## config.mk

```make
export PLATFORM = sky130hd
export DESIGN_NAME = rv_muldiv_unit
export DESIGN_NICKNAME = d
export VERILOG_FILES = /design/src/rtl/rv_muldiv_unit.sv
export SDC_FILE = /design/constraint.sdc
export NUM_CORES = 2
export LEC_CHECK = 0
export CELL_PAD_IN_SITES_DETAIL_PLACEMENT = 0
export CELL_PAD_IN_SITES_GLOBAL_PLACEMENT = 1
export CORE_MARGIN = 3
export CORE_UTILIZATION = 45
export CTS_CLUSTER_DIAMETER = 50
export DETAILED_ROUTE_END_ITERATION = 10
export PLACE_DENSITY_LB_ADDON = 0.15
export SLEW_MARGIN = 20
export SYNTH_ARGS = -nofsm -noshare
export SYNTH_HDL_FRONTEND = slang
export SYNTH_SLANG_ARGS = --single-unit
export TNS_END_PERCENT = 20
```

## constraint.sdc

```tcl
create_clock -name clk -period 9.3 [get_ports clk]
set_input_delay 1.395 -clock clk [delete_from_list [all_inputs] [get_ports clk]]
set_output_delay 1.395 -clock clk [all_outputs]
set_load 0.05 [all_outputs]
```

## src/rtl/rv_muldiv_unit.sv

```systemverilog
// Multi-cycle RV64M/RV32M multiply/divide unit: radix-2 shift-add multiply and
// restoring divide on operand magnitudes, with a sign/word fix-up cycle.
module rv_muldiv_unit #(
  parameter int unsigned XLEN  = 64,
  parameter int unsigned TAG_W = 5
) (
  input  logic             clk,
  input  logic             reset_n,
  input  logic             flush,
  input  logic             in_valid,
  output logic             in_ready,
  input  logic [2:0]       in_op,
  input  logic             in_word,
  input  logic [XLEN-1:0]  in_rs1,
  input  logic [XLEN-1:0]  in_rs2,
  input  logic [TAG_W-1:0] in_tag,
  output logic             out_valid,
  input  logic             out_ready,
  output logic [XLEN-1:0]  out_result,
  output logic [TAG_W-1:0] out_tag,
  output logic             busy
);
  localparam int unsigned CW = $clog2(XLEN);

  typedef enum logic [1:0] {IDLE, CALC, FIX, DONE} state_t;
  state_t state_q, state_d;

  function automatic logic [XLEN-1:0] sx32(input logic [XLEN-1:0] x);
    return XLEN'($signed(x << (XLEN-32)) >>> (XLEN-32));
  endfunction

  function automatic logic [XLEN-1:0] zx32(input logic [XLEN-1:0] x);
    return (x << (XLEN-32)) >> (XLEN-32);
  endfunction

  logic [2:0]        op_q;
  logic              word_q, neg_a_q, neg_b_q;
  logic [XLEN-1:0]   a_q, b_q, quo_q, rem_q;
  logic [2*XLEN-1:0] acc_q;
  logic [CW-1:0]     cnt_q;
  logic [TAG_W-1:0]  tag_q;

  logic              word_eff, a_signed, b_signed, a_neg, b_neg;
  logic              div_zero, div_ovf, special, accept;
  logic [XLEN-1:0]   a_ext, b_ext, a_mag, b_mag, min_mag, special_raw, special_res;

  // Request decode: only MULW and the divide ops have W forms.
  always_comb begin
    word_eff = (XLEN == 64) && in_word && (in_op == 3'd0 || in_op[2]);
    a_signed = (in_op == 3'd1) || (in_op == 3'd2) || (in_op == 3'd4) || (in_op == 3'd6);
    b_signed = (in_op == 3'd1) || (in_op == 3'd4) || (in_op == 3'd6);
    a_ext    = word_eff ? (a_signed ? sx32(in_rs1) : zx32(in_rs1)) : in_rs1;
    b_ext    = word_eff ? (b_signed ? sx32(in_rs2) : zx32(in_rs2)) : in_rs2;
    a_neg    = a_signed && a_ext[XLEN-1];
    b_neg    = b_signed && b_ext[XLEN-1];
    a_mag    = a_neg ? -a_ext : a_ext;
    b_mag    = b_neg ? -b_ext : b_ext;
    min_mag  = word_eff ? (XLEN'(1) << 31) : (XLEN'(1) << (XLEN-1));
    div_zero = in_op[2] && (b_ext == '0);
    div_ovf  = in_op[2] && !in_op[0] && a_neg && (a_mag == min_mag) && (b_ext == '1);
    special  = div_zero || div_ovf;
    if (in_op[1]) special_raw = div_zero ? a_ext : '0;
    else          special_raw = div_zero ? '1 : a_ext;
    special_res = word_eff ? sx32(special_raw) : special_raw;
  end

  assign in_ready  = (state_q == IDLE) && !flush;
  assign accept    = in_valid && in_ready;
  assign out_valid = (state_q == DONE);
  assign busy      = (state_q != IDLE);

  always_ff @(posedge clk or negedge reset_n) begin
    if (!reset_n) state_q <= IDLE;
    else          state_q <= state_d;
  end

  always_comb begin
    state_d = state_q;
    case (state_q)
      IDLE: if (accept) state_d = special ? DONE : CALC;
      CALC: if (flush) state_d = IDLE; else if (cnt_q == '0) state_d = FIX;
      FIX:  state_d = flush ? IDLE : DONE;
      DONE: if (flush || out_ready) state_d = IDLE;
      default: state_d = IDLE;
    endcase
  end

  logic [2*XLEN-1:0] acc_next, prod_s;
  logic [XLEN:0]     rem_shift, rem_diff;
  logic [XLEN-1:0]   quo_s, rem_s, fix_raw, fix_res;

  // Restoring step: the sign bit of (partial - divisor) doubles as the borrow.
  always_comb begin
    acc_next  = {acc_q[2*XLEN-2:0], 1'b0} + (b_q[cnt_q] ? {{XLEN{1'b0}}, a_q} : '0);
    rem_shift = {rem_q, a_q[cnt_q]};
    rem_diff  = rem_shift - {1'b0, b_q};
    prod_s    = (neg_a_q ^ neg_b_q) ? -acc_q : acc_q;
    quo_s     = (neg_a_q ^ neg_b_q) ? -quo_q : quo_q;
    rem_s     = neg_a_q ? -rem_q : rem_q;
    case (op_q)
      3'd0:         fix_raw = prod_s[XLEN-1:0];
      3'd1, 3'd2, 3'd3: fix_raw = prod_s[2*XLEN-1:XLEN];
      3'd4, 3'd5:   fix_raw = quo_s;
      default:      fix_raw = rem_s;
    endcase
    fix_res = word_q ? sx32(fix_raw) : fix_raw;
  end

  always_ff @(posedge clk or negedge reset_n) begin
    if (!reset_n) begin
      op_q <= '0; word_q <= 1'b0; neg_a_q <= 1'b0; neg_b_q <= 1'b0;
      a_q <= '0; b_q <= '0; quo_q <= '0; rem_q <= '0; acc_q <= '0;
      cnt_q <= '0; tag_q <= '0; out_result <= '0; out_tag <= '0;
    end else begin
      if (accept) begin
        op_q <= in_op; word_q <= word_eff; neg_a_q <= a_neg; neg_b_q <= b_neg;
        a_q <= a_mag; b_q <= b_mag; quo_q <= '0; rem_q <= '0; acc_q <= '0;
        cnt_q <= word_eff ? CW'(31) : CW'(XLEN-1);
        tag_q <= in_tag;
        if (special) begin
          out_result <= special_res;
          out_tag    <= in_tag;
        end
      end else if (state_q == CALC) begin
        acc_q <= acc_next;
        quo_q <= {quo_q[XLEN-2:0], !rem_diff[XLEN]};
        rem_q <= rem_diff[XLEN] ? rem_shift[XLEN-1:0] : rem_diff[XLEN-1:0];
        cnt_q <= cnt_q - 1'b1;
      end else if (state_q == FIX && !flush) begin
        out_result <= fix_res;
        out_tag    <= tag_q;
      end
    end
  end
endmodule

```

Yosys cells after proc, flatten, opt, wreduce, memory -nomap -nowiden:

Index checks and enable logic that the tools add are counted.

* magnitude comparators: 1
* bitwise logic cells: 1
* add/subtract/negate cells: 8
* mux-type cells: 46
* equality and inequality tests: 19
* reductions and logical operators: 34

Operators by type and width (number)
* 2-to-1 mux 64 bit: 24
* 2-to-1 mux 128 bit: 3
* negator 64 bit: 4
* one-hot mux 64 bit (3 select lines): 1
* adder 128 x 64 -> 128 bit: 1
* negator 128 bit: 1
* subtractor 65 x 64 -> 65 bit: 1
* equality test 64 bit: 1
* equality test 64 bit, second input constant: 1
* logical NOT 64 bit: 1
* 2-to-1 mux 5 bit: 4
* 2-to-1 mux 6 bit: 3
* binary-select mux 1 bit (select 6 bit): 2
* equality test 3 bit, second input constant: 4
* 2-to-1 mux 2 bit: 6
* logical AND 1 bit: 11
* equality test 3 x 2 -> 1 bit, second input constant: 3
* logical OR 1 bit: 8
* one-hot mux 2 bit (4 select lines): 1
* less-than comparator 6 x 7 -> 1 bit, second input constant: 1
* equality test 3 x 1 -> 1 bit, second input constant: 2
* logical NOT 3 bit: 2
* logical NOT 6 bit: 1
* inequality test 2 bit, second input constant: 3
* 13 further kinds: 20

* output and inout port bits: 72
* input port bits: 142
* logic and storage cells: 123
* register bits: 472

Depth between registers and ports, before layout:

* word-level depth: 15
* mapped depth: 23
* mapped depth without buffers: 19

Least setup slack after synthesis:

OpenSTA, ideal clock, no wires.

* kind: register to register
* start point: register cnt_q[0]
* end point: register rem_q[48]
* arrival: 6.845 ns
* period minus slack after synthesis: 6.979 ns
* stages on the path, launching flop included: 24
* data required time: 9.166 ns
* setup time: 0.134 ns
* setup slack: 2.321 ns
* path buffers: 4
* cells stage by stage: dfrtp_1 > clkbuf_1 > clkbuf_1 > buf_1 > mux4_2 > mux4_2 > mux4_2 > inv_1 > ha_1 > inv_1 > fa_1 > a211oi_1 > o21ai_0 > o2111ai_1 > a21oi_1 > o21ai_0 > a21oi_1 > o21ai_0 > o211ai_1 > a41oi_1 > xnor2_1 > clkbuf_1 > mux2i_1 > o21ai_0

* word-level cells in the longest chain between the ends: 6

Ends and longest elaborated chain
* start: declaration: line 40 `logic [CW-1:0] cnt_q;`
* start signal: assignment: line 118 `cnt_q <= word_eff ? CW'(31) : CW'(XLEN-1);`
* start signal: assignment: line 128 `cnt_q <= cnt_q - 1'b1;`
* binary-select mux 1 bit (select 6 bit): line 95 `rem_shift = {rem_q, a_q[cnt_q]};`
* 2-to-1 mux 1 bit (implied by the code): line 95
* subtractor 65 x 64 -> 65 bit: line 96 `rem_diff = rem_shift - {1'b0, b_q};`
* 2-to-1 mux 64 bit: line 127 `rem_q <= rem_diff[XLEN] ? rem_shift[XLEN-1:0] : rem_diff[XLEN-1:0];`
* 2-to-1 mux 64 bit: line 124 `end else if (state_q == CALC) begin`
* 2-to-1 mux 64 bit: line 115 `if (accept) begin`
* end signal: assignment: line 127
* end: declaration: line 38 `logic [XLEN-1:0] a_q, b_q, quo_q, rem_q;`

Every way passes these cells. The select of a mux whose other input is x is not followed.
A chain may end at the register's enable or synchronous reset.

Worst setup path in the final report:

* start point: register cnt_q[0]
* end point: register acc_q[113]

* word-level cells in the longest chain between the ends: 6

Ends and longest elaborated chain
* binary-select mux 1 bit (select 6 bit): line 94 `acc_next = {acc_q[2*XLEN-2:0], 1'b0} + (b_q[cnt_q] ? {{XLEN{1'b0}}, a_q} : '0);`
* 2-to-1 mux 1 bit (implied by the code): line 94
* 2-to-1 mux 64 bit: line 94
* adder 128 x 64 -> 128 bit: line 94
* 2-to-1 mux 128 bit: line 124
* 2-to-1 mux 128 bit: line 115
* end signal: assignment: line 125 `acc_q <= acc_next;`
* end: declaration: line 39 `logic [2*XLEN-1:0] acc_q;`

Every way passes these cells. The select of a mux whose other input is x is not followed.

==> results.py <==
metrics = {
    "logic_synthesis": {
        "synth_top_family_by_area": "compound AO/OA/AOI/OAI gates",
        "ys_seq_elements": 472,
        "syn-num-nets": 5628,
        "synth-compound-area-share_pct": 23.6,
        "synth_common_cells": "nand2_1, o21ai_0, dfrtp_1, a21oi_1, clkbuf_1",
        "yosys.cell_types.count": 93,
        "seq_area_frac_synth_pct": 28.5,
        "muxShareOfSynthArea_pct": 5.66,
        "yosysWarningCount": 0,
        "synth_most_common_cell": "nand2_1",
        "yosys.area.top_type": "dfrtp_1",
        "synthTopCellsByArea": "dfrtp_1, o21ai_0, nand2_1",
        "syn_area_mm2": 0.0414,
        "netlist_instances": 5348,
        "synth_edf_count": 0,
        "synth-adder-area-share_pct": 4.81,
        "synth_top_area_share_pct": 28.5,
        "synth-async-reset-ratio_pct": 100,
        "syn_avg_cell_area_um2": 7.74,
        "synth_ff_type": "dfrtp_1",
        "synth-xor-area-share_pct": 10.9,
        "synthSimpleGateAreaFrac_pct": 21.4,
    },
    "sta": {
        "hold_viol": 0,
        "max_freq_ghz": 0.129,
        "min_period_ns": 7.73,
        "tightest_slew_ns": 1.33,
        "fin_setup_tns_ns": 0,
        "worst_slack_ns": 1.57,
        "whs_ns": 0.470,
        "relSlewSlack_pct": 10.4,
        "rsz0062_at_grt": "false",
        "final-max-slew-violation-count": 0,
        "period_share_pct": 83.1,
        "finalSetupViolations": 0,
        "skew_ns": 0.0370,
    },
    "critical_path": {
        "cp-start-kind": "flip-flop",
        "crit_type": "flip-flop to flip-flop",
        "cp_max_fo": 64,
        "worst-endpoint-arrival_ns": 8.20,
        "required_ns": 9.78,
        "endpoint_kind": "flip-flop",
    },
    "pwr": {
        "power_frac_clock_pct": 24.0,
        "fin_total_pwr_mw": 13.7,
        "leakagePower_nw": 19.4,
        "internal_power_mw": 7.08,
        "seq_power_share_pct": 23.9,
        "vdd_drop_max_uv": 227,
        "comb_power_share_pct": 52.2,
        "p_per_area_mw_per_mm2": 292,
        "switching_power_mw": 6.60,
        "swShare_pct": 48.2,
    },
    "floorplan": {
        "io_pins": 214,
        "die_area_mm2": 0.0957,
        "row_count": 110,
        "core_area_mm2": 0.0906,
        "die_x_um": 309,
        "dieHeight_um": 309,
        "start_util_pct": 45.7,
    },
    "global_route": {
        "grt_max_degree": 225,
        "grt.overflow.total": 0,
        "grt_pass1_wl_um": 264000,
        "track_usage_pct": 36.8,
        "antenna_found_initial": 4,
        "grt.busiest_layer": "met1",
        "grtUsageMet3_pct": 7.32,
        "grt_pass1_vias": 38500,
        "use_met2_pct": 52.5,
        "grt_use_met1_pct": 53.1,
    },
    "place": {
        "gp_congestion": 1.02,
        "port_buffers": 213,
        "dp_hpwl_um": 137000,
        "pre_cts_ws_ns": 1.71,
        "placed_cell_area_mm2": 0.0440,
        "place_inst": 6369,
    },
    "clock_network": {
        "cts-root-buf": "clkbuf_16",
        "clk-insertion-delay-late_ns": 0.68,
        "ctsResizeCount": 0,
        "hold_buffers": 0,
        "path_clk_slew_ns": 0.06,
        "htreeDepth": 3,
        "cts_made_buffers": 82,
        "cts_tree": "built",
        "post-cts-setup-buffers": 0,
        "cts_buffer_depth": 3,
        "cts.sinks": 472,
    },
    "drt": {
        "wl_um": 180000,
        "viasPerCell": 6.43,
        "ant_nets": 0,
        "firstDrtPassIters": 6,
        "vias": 42000,
        "avgRoutedWirePerCell_um": 27.6,
        "drc": 0,
        "drt_iter0_markers": 5443,
    },
    "run": {
        "max-cap-violations": 0,
    },
    "cells_and_area": {
        "fin_cells": 6522,
        "drive_above_1_share_pct": 7.03,
        "fin_area_mm2": 0.0469,
        "fin_util_pct": 51.8,
        "areaGrowthSynthToFinish_pct": 13.2,
        "nets": 5557,
    },
    "status": {
        "status": "complete, no violations",
    },
    "min_path": {
        "hold_path_class": "flip-flop to flip-flop",
    },
}
[per-layer routing]
layer | up-vias | part of all wire (%) | wire (um)
li1 | 19200 | - | -
met1 | 20300 | 44 | 78700
met4 | 2 | 5.7 | 10200
met3 | 374 | 9.3 | 16700
met5 | - | 0.0061 | 11
met2 | 2108 | 41 | 74400
[flip-flops by register name, indices dropped and copies added, names as in the netlist]
signal	cells
acc_q	128
a_q	64
b_q	64
out_result	64
quo_q	64
rem_q	64
cnt_q	6
out_tag	5
tag_q	5
op_q	3
state_q	2
neg_a_q	1
neg_b_q	1
word_q	1
[layout by cell type, fill, tap and decap left out, drive strengths merged, types with 16 or more instances in the layout]
cell           synthesis  routed
o31ai                 77      77
or3                   54      54
a31oi                 63      63
buf                   47      62
a211oi                39      39
clkinv                 0      18
nand2b                30      30
ha                   136     136
and3                  34      34
o41ai                 33      33
and2                  73      73
dfrtp                472     472
inv                  121     135
or4                   40      40
a21o                 101     101
nor2b                 20      20
nor2                 359     359
a221oi                21      21
o221ai                29      29
o211ai                44      44
a22oi                 16      16
maj3                  25      25
a21oi                393     393
xnor2                270     270
clkdlybuf4s50          0     211
clkbuf               381      97
nand2                697     697
mux2                  70      70
o21ai                605     605
o21bai                25      25
mux2i                 57      57
o22ai                 32      32
nand3                189     189
nand4                 78      78
mux4                  42      42
or2                   20      20
o21a                  21      21
nor4                  87      87
nor3                 140     140
xor2                 243     243
[critical path, cell delays in order (launching register included)]
cell,delay (ns)
dfrtp_2,0.70
buf_4,0.47
mux4_2,0.56
mux4_2,0.48
mux4_2,0.48
buf_4,0.29
and2_1,0.25
ha_1,0.37
and4_1,0.28
and3_1,0.19
a2111o_1,0.49
o211ai_1,0.22
a2111oi_0,0.13
o311ai_1,0.55
a21oi_1,0.28
a31oi_1,0.45
o31a_2,0.76
nor4b_1,0.16
xnor2_1,0.21
o21ai_0,0.11
[cells by family (layout without fill, tap and decap cells)]
kind of cell / count (synthesis) / in the layout
other: 0 / 1
XOR/XNOR: 513 / 513
buffers and inverters: 549 / 546
AND/OR/NAND/NOR: 1870 / 1870
flip-flops: 472 / 472
AO/OA/AOI/OAI: 1612 / 1612
adder cells (fa/ha/maj): 163 / 163
multiplexers: 169 / 169
[power by group through the flow]
| stage | Combinational, mW | Clock, mW | Sequential (mW) |
|---|---|---|---|
| floorplan | 4.87 | 0 | 2.82 |
| global placement | 6.90 | 0 | 3.26 |
| detailed placement | 6.91 | 0 | 3.26 |
| CTS | 6.94 | 3.31 | 3.23 |
| global route | 7.65 | 3.40 | 3.30 |
| finish | 7.14 | 3.28 | 3.26 |
[cell type report]
type,instances,area [um^2]
diodes,1,2.50
clock buffers,97,2190
clock inverters,55,719
fillers,8881,43700
inverters,121,454
multi-input cells,4327,27600
flip-flops and latches,472,11800
well taps,1176,1470
repair buffers,273,2650
[worst paths after layout]
kind,to,start,slack [ns],cells after the start
worst min-delay path,tag_q[0],tag_q[0],0.47,2
worst max register to register,acc_q[113],cnt_q[0],1.57,19
worst max-delay path,acc_q[113],cnt_q[0],1.57,19
worst min register to register,tag_q[0],tag_q[0],0.47,2
min in group asynchronous,acc_q[22],reset_n,0.69,1
max in group asynchronous,b_q[29],reset_n,6.62,3
(Power assumes the default switching activity.)
